===== src/rtl/im_loader_pkg.sv =====
// im_loader_pkg: shared state encoding and stream geometry for the instruction memory loader.
package im_loader_pkg;
    typedef enum logic [2:0] {IDLE, LEN_HI, LEN_LO, DATA, WRITE, DONE, ERR} state_t;
    localparam int WORD_BYTES = 4;
    localparam int HDR_W      = 16;
endpackage


===== src/rtl/im_loader_pack.sv =====
// im_loader_pack: big-endian byte-to-word assembly register with a byte counter.
module im_loader_pack
    import im_loader_pkg::*;
(
    input  logic                    clk,
    input  logic                    rst_n,
    input  logic                    i_clr,
    input  logic                    i_valid,
    input  logic [7:0]              i_data,
    output logic [8*WORD_BYTES-1:0] o_word,
    output logic                    o_word_ready
);
    localparam int CW = $clog2(WORD_BYTES);

    logic [8*WORD_BYTES-1:0] r_word;
    logic [CW-1:0]           r_cnt;

    // word_ready marks the byte that completes a word, so the FSM can enter WRITE on that edge
    assign o_word_ready = i_valid && (r_cnt == CW'(WORD_BYTES - 1));
    assign o_word       = r_word;

    always_ff @(posedge clk or negedge rst_n) begin
        if (!rst_n) begin
            r_word <= '0;
            r_cnt  <= '0;
        end else if (i_clr) begin
            r_word <= '0;
            r_cnt  <= '0;
        end else if (i_valid) begin
            r_word <= {r_word[8*WORD_BYTES-9:0], i_data};
            r_cnt  <= r_cnt + CW'(1);
        end
    end
endmodule


===== src/rtl/im_loader.sv =====
// im_loader: boot-time writer that streams a length-prefixed byte image into instruction memory.
module im_loader
    import im_loader_pkg::*;
#(
    parameter int          NMEM       = 20,
    parameter logic [31:0] START_ADDR = 32'h0
) (
    input  logic        clk,
    input  logic        rst_n,
    input  logic        start,
    input  logic        in_valid,
    input  logic [7:0]  in_data,
    output logic        in_ready,
    output logic        im_we,
    output logic [31:0] im_addr,
    output logic [31:0] im_wdata,
    output logic        busy,
    output logic        done,
    output logic        err
);
    localparam int KW = $clog2(NMEM + 1);

    state_t           r_state, w_next;
    logic [HDR_W-1:0] r_len;
    logic [KW-1:0]    r_k;
    logic [31:0]      r_addr;
    logic             w_go, w_xfer, w_word_ready, w_k_last;
    logic [HDR_W-1:0] w_len_full;

    assign w_go       = start && (r_state == IDLE || r_state == DONE || r_state == ERR);
    assign in_ready   = r_state == LEN_HI || r_state == LEN_LO || r_state == DATA;
    assign w_xfer     = in_valid && in_ready;
    assign w_len_full = {r_len[HDR_W-1:8], in_data};
    assign w_k_last   = (HDR_W'(r_k) + HDR_W'(1)) == r_len;

    im_loader_pack u_pack (
        .clk          (clk),
        .rst_n        (rst_n),
        .i_clr        (w_go),
        .i_valid      (w_xfer && r_state == DATA),
        .i_data       (in_data),
        .o_word       (im_wdata),
        .o_word_ready (w_word_ready)
    );

    always_comb begin
        w_next = r_state;
        case (r_state)
            IDLE:   if (w_go) w_next = LEN_HI;
            LEN_HI: if (w_xfer) w_next = LEN_LO;
            LEN_LO: if (w_xfer) w_next = (w_len_full == '0) ? DONE :
                                         (w_len_full > HDR_W'(NMEM)) ? ERR : DATA;
            DATA:   if (w_word_ready) w_next = WRITE;
            WRITE:  w_next = w_k_last ? DONE : DATA;
            DONE:   if (w_go) w_next = LEN_HI;
            ERR:    if (w_go) w_next = LEN_HI;
            default: w_next = IDLE;
        endcase
    end

    always_ff @(posedge clk or negedge rst_n) begin
        if (!rst_n) begin
            r_state <= IDLE;
            r_len   <= '0;
            r_k     <= '0;
            r_addr  <= START_ADDR;
        end else begin
            r_state <= w_next;
            if (w_go) begin
                r_len <= '0;
                r_k   <= '0;
            end
            if (r_state == LEN_HI && w_xfer) r_len[HDR_W-1:8] <= in_data;
            if (r_state == LEN_LO && w_xfer) begin
                r_len[7:0] <= in_data;
                r_k        <= '0;
            end
            // address is captured with the last byte so it only moves when a write is issued
            if (r_state == DATA && w_word_ready) r_addr <= START_ADDR + (32'(r_k) << 2);
            if (r_state == WRITE) r_k <= r_k + KW'(1);
        end
    end

    assign im_we   = r_state == WRITE;
    assign im_addr = r_addr;
    assign busy    = r_state == LEN_HI || r_state == LEN_LO || r_state == DATA || r_state == WRITE;
    assign done    = r_state == DONE;
    assign err     = r_state == ERR;
endmodule


===== config.mk =====
export PLATFORM = sky130hd
export DESIGN_NAME = im_loader
export DESIGN_NICKNAME = d
export VERILOG_FILES = /design/src/rtl/im_loader_pkg.sv /design/src/rtl/im_loader_pack.sv /design/src/rtl/im_loader.sv
export SDC_FILE = /design/constraint.sdc
export NUM_CORES = 1
export LEC_CHECK = 0
export BUFFER_PORTS_ARGS = -buffer_cell sky130_fd_sc_hd__buf_2
export CAP_MARGIN = 20
export CORE_ASPECT_RATIO = 0.6
export CORE_MARGIN = 4
export CORE_UTILIZATION = 48
export DETAILED_ROUTE_END_ITERATION = 8
export GPL_TIMING_DRIVEN = 1
export PLACE_DENSITY = 0.73
export SLEW_MARGIN = 30
export SYNTH_ARGS = -nofsm -noshare
export SYNTH_HDL_FRONTEND = slang
export SYNTH_SLANG_ARGS = --single-unit

===== constraint.sdc =====
create_clock -name clk -period 1.73 [get_ports clk]
set_input_delay 0.346 -clock clk [delete_from_list [all_inputs] [get_ports clk]]
set_output_delay 0.346 -clock clk [all_outputs]
set_load 0.02 [all_outputs]

# Word level (Yosys, flattened, before mapping)
# Index checks and enable logic that the tools add are counted.
[classes]
n_addsub = 3
n_mul = 0
div_mod_pow = 0
n_lt_le_gt_ge = 1
n_eq_ne = 12
shift = 0
mux = 18
bitwise_logic = 0
reduce_logical = 20
[ops]
columns = ["operator", "n"]
rows = [
  ["32-bit two-way mux", 2],
  ["3-bit two-way mux", 7],
  ["6-bit by 16-bit == test with 1-bit output", 1],
  ["16-bit by 5-bit greater-than comparator with 1-bit output, second input constant", 1],
  ["16-bit logical NOT", 1],
  ["16-bit two-way mux", 1],
  ["8-bit two-way mux", 2],
  ["5-bit two-way mux", 3],
  ["3-bit one-hot mux with 5 select lines", 1],
  ["3-bit == test, second input constant", 3],
  ["1-bit logical AND", 7],
  ["5-bit by 1-bit adder with 6-bit output, second input constant", 1],
  ["3-bit by 2-bit == test with 1-bit output, second input constant", 2],
  ["2-bit inequality test, second input constant", 3],
  ["2-bit nonzero test", 3],
  ["5-bit by 1-bit adder with 5-bit output, second input constant", 1],
  ["1-bit logical OR", 5],
  ["2-bit two-way mux", 2],
  ["4-bit AND reduction", 1],
  ["3-bit by 1-bit == test with 1-bit output, second input constant", 1],
  ["3-bit logical NOT", 1],
  ["3-bit nonzero test", 1],
  ["3-bit OR reduction", 1],
  ["2-bit by 1-bit adder with 2-bit output, second input constant", 1],
  ["2 further kinds", 2],
]
[word_totals]
reg_bits = 63
latch_bits = 0
mem_bits_rw = 0
rom_bits = 0
in_bits = 12
out_inout_bits = 69
elab_cells = 61
mem_count = 0

# Logic depth before layout (Yosys ltp)
# Gate-level depths: netlist of the first run.
[logic_depth]
word_depth = 8
depth_mapped = 7
mapped_depth_nobuf = 6

# Hierarchy
# From an unflattened synthesis of the first run, not the netlist that was laid out.
[unflattened]
cells_unflattened = 309
hier_area_um2 = 3273.1
[modules_own_cells]
columns = ["mod", "n_inst", "cells_per_inst", "area_per_inst_um2", "seq_area_each_um2"]
rows = [
  ["im_loader", 1, 197, 1845.5, 725.7],
  ["im_loader_pack", 1, 112, 1427.6, 850.8],
]

# Least setup slack after synthesis of the first run
# No wires, ideal clock.
[synth_timing]
path_kind = "register to register"
from = "register r_state[1]"
to = "register r_len[0]"
setup_time_ps = 133
t_arrival_ps = 1723
required_ps = 1597
path_slack_ps = -126
stages_incl_launch_ff = 7
path_buffers = 3
period_less_slack_ps = 1856
path_cell_list = "dfrtp_1 > buf_2 > nor3_1 > o21a_1 > buf_6 > clkbuf_1 > o21ai_0"
[synth_via]
elab_cells_between_ends = 15
classes_between = "eq/ne: 5; mux: 1; reduce/logical: 9"
[synth_lines]
columns = ["item", "line", "text"]
rows = [
  ["start, declared", "im_loader.sv:23", "state_t r_state, w_next;"],
  ["start signal, assigned", "im_loader.sv:68", "r_state <= w_next;"],
  ["3-bit == test", "--", ""],
  ["via done", "im_loader.sv:18", "output logic done,"],
  ["1-bit logical OR (2 in series)", "im_loader.sv:30", "assign w_go = start && (r_state == IDLE || r_state == DONE || r_state == ERR);"],
  ["1-bit logical AND", "im_loader.sv:30", ""],
  ["2-bit nonzero test (no line)", "--", ""],
  ["end signal, assigned by index", "im_loader.sv:73", "if (r_state == LEN_HI && w_xfer) r_len[HDR_W-1:8] <= in_data;"],
  ["end signal, assigned", "im_loader.sv:75", "r_len[7:0] <= in_data;"],
  ["end, declared", "im_loader.sv:24", "logic [HDR_W-1:0] r_len;"],
]
# The timed path passes the listed nets, and every way through them passes these cells.
# A chain may end at the register's enable or synchronous reset.

# Final worst setup path of the first run
[layout_timing]
from = "register r_state[1]"
to = "register r_k[3]"
[layout_via]
elab_chain_cells = 7
elab_cells_between_ends = 17
classes_between = "eq/ne: 6; mux: 2; reduce/logical: 9"
[layout_rtl]
columns = ["item", "line", "text"]
rows = [
  ["3-bit by 1-bit == test with 1-bit output / 3-bit by 2-bit == test with 1-bit output (equally long branches)", "im_loader.sv:31, im_loader.sv:74", ""],
  ["1-bit logical OR (2 in series)", "im_loader.sv:31", "assign in_ready = r_state == LEN_HI || r_state == LEN_LO || r_state == DATA;"],
  ["1-bit logical AND", "im_loader.sv:32", "assign w_xfer = in_valid && in_ready;"],
  ["1-bit logical AND", "im_loader.sv:74", "if (r_state == LEN_LO && w_xfer) begin"],
  ["5-bit two-way mux", "im_loader.sv:74", ""],
  ["5-bit two-way mux", "im_loader.sv:80", "if (r_state == WRITE) r_k <= r_k + KW'(1);"],
  ["end signal, assigned", "im_loader.sv:80", ""],
  ["end, declared", "im_loader.sv:25", "logic [KW-1:0] r_k;"],
]
# Parallel ways exist; a longest one is shown, timed or not.

==> flow_metrics.env, run 1 <==
export IMPL_status="complete, but fails checks"
export IMPL_failed_checks="setup timing"
export IMPL_ys_async_sr_fraction=1.00
export IMPL_crit_family="simple AND/OR/NAND/NOR gates"
export IMPL_die_area_sq_mm=0.00792
export IMPL_clkPwrFrac=0.177
export IMPL_maxCapViolations=0
export IMPL_cp_startpoint="r_state[1]"
export IMPL_postRouteAntennaNets=0
export IMPL_critical_path_endpoint_type="flop"
export IMPL_synth_area_mux_share=0.0208
export IMPL_placed_area_sq_mm=0.00346
export IMPL_grt_pass1_wl_mm=11.9
export IMPL_finClkSkew_ns=0.00650
export IMPL_synth_area_per_cell_sq_um=8.79
export IMPL_seq_area_frac_synth=0.504
export IMPL_dr_first_iter_drc_count=321
export IMPL_clockRootBuffer="clkbuf_8"
export IMPL_worst_slack_ns=-0.0323
export IMPL_grt_pass1_vias=2379
export IMPL_netlist_instances=356
export IMPL_drt_pass1_iter_count=5
export IMPL_final_util=0.617
export IMPL_track_usage=0.187
export IMPL_rows=22
export IMPL_total_leakage_power_nw=1.87
export IMPL_slowest_delay_ns=0.45
export IMPL_p_switching_w=0.00284
export IMPL_wirelength_mm=7.70
export IMPL_synth_distinct_cells=44
export IMPL_ir_drop_mv=0.653
export IMPL_synthAdderAreaFrac=0.00800
export IMPL_die_h_um=70.5
export IMPL_rsz0062_at_grt="true"
export IMPL_timing_rr_start="r_state[1]"
export IMPL_cts_tree="built"
export IMPL_postCtsHoldBufs=0
export IMPL_switching_share=0.428
export IMPL_drive_gt1_frac=0.270
export IMPL_worstPathArrival_ns=2.03
export IMPL_p_int_w=0.00380
export IMPL_cts_buffers=9
export IMPL_final_area_sq_mm=0.00384
export IMPL_final_cell_mix="107 x nand2_1, 60 x dfrtp_1, 49 x buf_2"
export IMPL_setup_viol=5
export IMPL_core_sq_mm=0.00622
export IMPL_hold_viol_final=0
export IMPL_start_util=0.503
export IMPL_cts_max_level=3
export IMPL_fin_crit_sh=1.02
export IMPL_fmax_mhz=567
export IMPL_power_w=0.00664
export IMPL_comb_power_share=0.458
export IMPL_path_class="reg -> reg"
export IMPL_synth_edf_count=0
export IMPL_place_congestion=0.906
export IMPL_nNetsFinal=438
export IMPL_drc=0
export IMPL_sequentialPowerShare=0.364
export IMPL_worstPathRequired_ns=2.00
export IMPL_cts_sink_count=63
export IMPL_overflow=0
export IMPL_cts_reportedPaths_clkPinSlew_ns=0.07
export IMPL_dpl_worst_slack_ns=-0.00761
export IMPL_cp_max_fo=4
export IMPL_n_antenna_cell=0
export IMPL_avgViaCountPerCell=5.19
export IMPL_synth_compound_area_frac=0.133
export IMPL_syn2layout_area_growth_pct=22.7
export IMPL_avgRoutedWirePerCell_um=15.0
export IMPL_vias=2662
export IMPL_maxSlewViolCount=0
export IMPL_die_x_um=112
export IMPL_synth_flop_cell="dfrtp_1"
export IMPL_grt_max_degree=64
export IMPL_synth_top_family_by_area="simple AND/OR/NAND/NOR gates"
export IMPL_netlist_area_sq_mm=0.00313
export IMPL_clockBufferDepth=2
export IMPL_mostFrequentLayoutCell="nand2_1"
export IMPL_ys_seq_elements=63
export IMPL_synth_xor_xnor_area_share=0.0196
export IMPL_p_per_area_mw_per_mm2=1730
export IMPL_clk_latency_ns=0.34
export IMPL_path_buf_inv=1
export IMPL_cp_slowest_cell="or3_4"
export IMPL_antenna_found_initial=0
export IMPL_hp_class="in -> async"
export IMPL_yosys_warnings=0
export IMPL_hpwl_mm=4.97
export IMPL_path_cells="and2b_2 > buf_6 > nor3_2 > o21a_2 > or3_4 > a31oi_4"
export IMPL_start_kind="flop"
export IMPL_synth_simple_area_share=0.214
export IMPL_io_buffers=53
export IMPL_ios=81
export IMPL_finalCriticalPeriod_ns=1.76
==> cell type report <==
class / instances / area (sq um)
Tap cell: 84 / 105
Multi-Input combinational cell: 270 / 1420
Clock inverter: 5 / 32.5
Timing Repair Buffer: 75 / 536
Sequential cell: 63 / 1580
Inverter: 5 / 18.8
Clock buffer: 11 / 151
Fill cell: 551 / 2380
==> kinds of logic (layout without fill, tap and decap cells) <==
| family | Yosys count | count (layout) |
|---|---|---|
| adders and majority gates | 2 | 2 |
| DFF | 63 | 63 |
| AOI/OAI and AO/OA | 73 | 73 |
| xor gates and xnor gates | 7 | 7 |
| other | 1 | 27 |
| buffers and inverters | 49 | 96 |
| muxes | 6 | 6 |
| and+or+nand+nor | 155 | 155 |
==> final timing paths <==
kind	slack (ns)	end	depth (start not counted)
worst max-delay path	-0.03	r_k[3]	6
worst min-delay path	0.005	r_len[5]	2
worst max register to register	-0.03	r_k[3]	6
worst min register to register	0.48	im_addr[4]	2
max in group asynchronous	1.43	r_state[0]	2
min in group clk	0.28	u_pack.o_word[5]	3
==> synthesized netlist by cell type (2+ instances only) <==
library cell | count | area, sq um
or3_1 | 2 | 12.5
o21a_1 | 3 | 22.5
o32a_1 | 2 | 20.0
clkbuf_1 | 6 | 22.5
nand3_1 | 5 | 25.0
mux2_1 | 4 | 45.0
dfrtp_1 | 63 | 1580
nor3_1 | 7 | 35.0
xnor2_1 | 5 | 43.8
nand2_1 | 109 | 409
buf_4 | 27 | 203
nor2b_1 | 4 | 25.0
nor2_1 | 15 | 56.3
o21ai_0 | 21 | 105
xor2_1 | 2 | 17.5
o21ai_1 | 3 | 15.0
a31oi_2 | 2 | 25.0
inv_1 | 4 | 15.0
ha_1 | 2 | 25.0
a21oi_1 | 36 | 180
buf_6 | 2 | 22.5
mux2i_1 | 2 | 20.0
buf_2 | 9 | 45.0
==> sequential cells by signal, indices dropped and copies added (netlist names) <==
signal,cells
im_addr,5
r_k,5
r_len,16
r_state,3
u_pack.o_word,32
u_pack.r_cnt,2
==> what timing repair did <==
item	CTS	global route
resized for setup	8	21
buffers inserted	4	3
pin swaps	1	10
setup endpoints to repair	4	45
cloned	0	1
endpoints found under the hold margin	0	0
==> per-layer routing <==
layer  up-vias  track usage  routed length, um
met3        11       0.0624                686
met2       127        0.257               3410
met4         0       0.0533                 64
met1      1258        0.281               3540
met5         -            0                  0
li1       1266            -                  -
==> stage by stage <==
stage / hold slack [ns] / TNS [ns] / instances
6_report: 0.00502 / -0.0723 / 513
5_1_grt: 0.0366 / -0.406 / 513
4_1_cts: 0.0195 / -0.00165 / 509
3_5_place_dp: 0.386 / -0.00761 / 489
3_3_place_gp: 0.383 / 0 / 489
2_1_floorplan: 0.0504 / 0 / 382
==> power by group through the flow <==
stage	Combinational (W)	Sequential [W]	Clock [W]
global route	0.00333	0.00248	0.00126
floorplan	0.00159	0.00263	0
global placement	0.00259	0.00240	0
detailed placement	0.00264	0.00241	0
CTS	0.00279	0.00237	0.00119
finish	0.00304	0.00242	0.00118
Note: power is estimated with default switching activity, not from simulation.
==> run 2, diff against run 1 <==
SETUP_SLACK_MARGIN = 0.5   (was unset)
==> flow_metrics.env, run 2 (synthesized netlist as in run 1, its figures left out) <==
export IMPL_vias=3449
export IMPL_track_usage=0.292
export IMPL_cp_startpoint="r_len[8]"
export IMPL_cts_max_level=3
export IMPL_finalCriticalPeriod_ns=1.88
export IMPL_path_class="reg -> reg"
export IMPL_place_congestion=0.892
export IMPL_critical_path_endpoint_type="flop"
export IMPL_drive_gt1_frac=0.499
export IMPL_largest_reg_flops=32
export IMPL_clk_latency_ns=0.36
export IMPL_fmax_mhz=531
export IMPL_antenna_found_initial=0
export IMPL_avgViaCountPerCell=5.96
export IMPL_clockRootBuffer="clkbuf_8"
export IMPL_start_kind="flop"
export IMPL_worstPathArrival_ns=2.12
export IMPL_drt_pass1_iter_count=5
export IMPL_start_util=0.503
export IMPL_overflow=0
export IMPL_status="complete, but fails checks"
export IMPL_cts_sink_count=63
export IMPL_hpwl_mm=5.20
export IMPL_die_h_um=70.5
export IMPL_fin_crit_sh=1.09
export IMPL_avgRoutedWirePerCell_um=22.8
export IMPL_final_cell_mix="103 x nand2_1, 61 x dfrtp_1, 58 x buf_6"
export IMPL_final_util=0.829
export IMPL_worst_slack_ns=-0.154
export IMPL_core_sq_mm=0.00622
export IMPL_syn2layout_area_growth_pct=64.8
export IMPL_ios=81
export IMPL_fin_cells=579
export IMPL_power_w=0.00968
export IMPL_grt_max_degree=64
export IMPL_dr_first_iter_drc_count=389
export IMPL_n_antenna_cell=0
export IMPL_cts_tree="built"
export IMPL_cts_reportedPaths_clkPinSlew_ns=0.08
export IMPL_die_area_sq_mm=0.00792
export IMPL_timing_rr_start="r_len[8]"
export IMPL_grt_pass1_vias=3188
export IMPL_multiInputGateArea_sq_mm=0.00177
export IMPL_rsz0062_at_grt="true"
export IMPL_mostFrequentLayoutCell="nand2_1"
export IMPL_hp_class="in -> async"
export IMPL_postRouteAntennaNets=0
export IMPL_regArea_sq_mm=0.00158
export IMPL_p_per_area_mw_per_mm2=1880
export IMPL_ir_drop_mv=1.04
export IMPL_io_buffers=53
export IMPL_finalSetupTns_ns=-0.575
export IMPL_rows=22
export IMPL_place_inst=491
export IMPL_finClkSkew_ns=0.0125
export IMPL_hold_viol_final=1
export IMPL_drc=0
export IMPL_final_area_sq_mm=0.00516
export IMPL_cts_buffers=9
export IMPL_placed_area_sq_mm=0.00361
export IMPL_cp_max_fo=2
export IMPL_clockBufferDepth=2
export IMPL_timing_hold_ws_ns=-0.00526
export IMPL_worstPathRequired_ns=1.97
export IMPL_maxSlewViolCount=0
export IMPL_wirelength_mm=13.2
export IMPL_die_x_um=112
export IMPL_nNetsFinal=504
export IMPL_grt_pass1_wl_mm=17.7
export IMPL_maxCapViolations=0
export IMPL_setup_viol=10
export IMPL_total_leakage_power_nw=2.41
export IMPL_failed_checks="hold timing, setup timing"
export IMPL_fillers=291
## run 2: cell count changes in the layout (fill, tap and decap cells not counted), moves of 6 or more
| cell | before | now |
|---|---|---|
| a21oi_1 | 36 | 2 |
| a21oi_2 | 0 | 28 |
| a21oi_4 | 0 | 6 |
| buf_16 | 0 | 7 |
| buf_2 | 49 | 11 |
| buf_4 | 16 | 57 |
| buf_6 | 4 | 58 |
| o21ai_0 | 21 | 4 |
| o21ai_2 | 1 | 18 |
## run 2: cell type report
cell class	instances	share of cell area
clock buffers	10	0.0247
clock inverters	6	0.0119
inverters	5	0.00509
multi-input cells	270	0.344
flip-flops and latches	63	0.306
well taps	84	0.0204
repair buffers	141	0.288
## run 2: stage by stage
step	setup WS, ns	hold slack [ns]
after floorplan	0.112	0.0504
after global placement	0.0579	0.384
after detailed placement	-0.0200	0.384
after CTS	-0.000553	0.00777
after global routing	-0.195	0.00456
final	-0.154	-0.00526
## run 2: worst max-delay path: stages (launching register included)
cell,delay (ns)
dfrtp_1,0.40
or4_4,0.59
nor3_4,0.25
buf_4,0.16
buf_6,0.10
nand3_1,0.06
nand2_1,0.12
o211ai_1,0.09
## run 2: repair_timing
| action | CTS | global route |
|---|---|---|
| endpoints found under the setup margin | 105 | 105 |
| setup buffers | 41 | 24 |
| hold buffers | 0 | 0 |
| resized for setup | 160 | 24 |
| hold endpoints to repair | 0 | 0 |
| gates cloned | 7 | 0 |
| pin swaps | 8 | 10 |
## run 2: power breakdown
group	total, W	leakage [nW]	switching [W]	internal [W]
Combinational	0.00589	1.47	0.00299	0.00289
Sequential	0.00250	0.849	0.000524	0.00197
Clock	0.00130	0.0960	0.000638	0.000661
## run 2: path summary, 6_finish.rpt
path                       cells after the start  slack (ns)          to
max                                            7       -0.15  r_state[1]
min                                            2      -0.005      r_k[0]
max reg2reg                                    7       -0.15  r_state[1]
min reg2reg                                    1        0.54  im_addr[6]
max in group asynchronous                      2        1.43  r_state[0]
min in group clk                               3        0.24   r_len[15]
## run 2: layer usage
metal	track usage	wire length (um)	up-vias	part of all wire
li1	-	-	1402	-
met1	0.376	4880	1660	0.37
met2	0.443	5940	296	0.45
met5	0	0	-	0
met3	0.0974	1500	91	0.11
met4	0.153	871	0	0.066
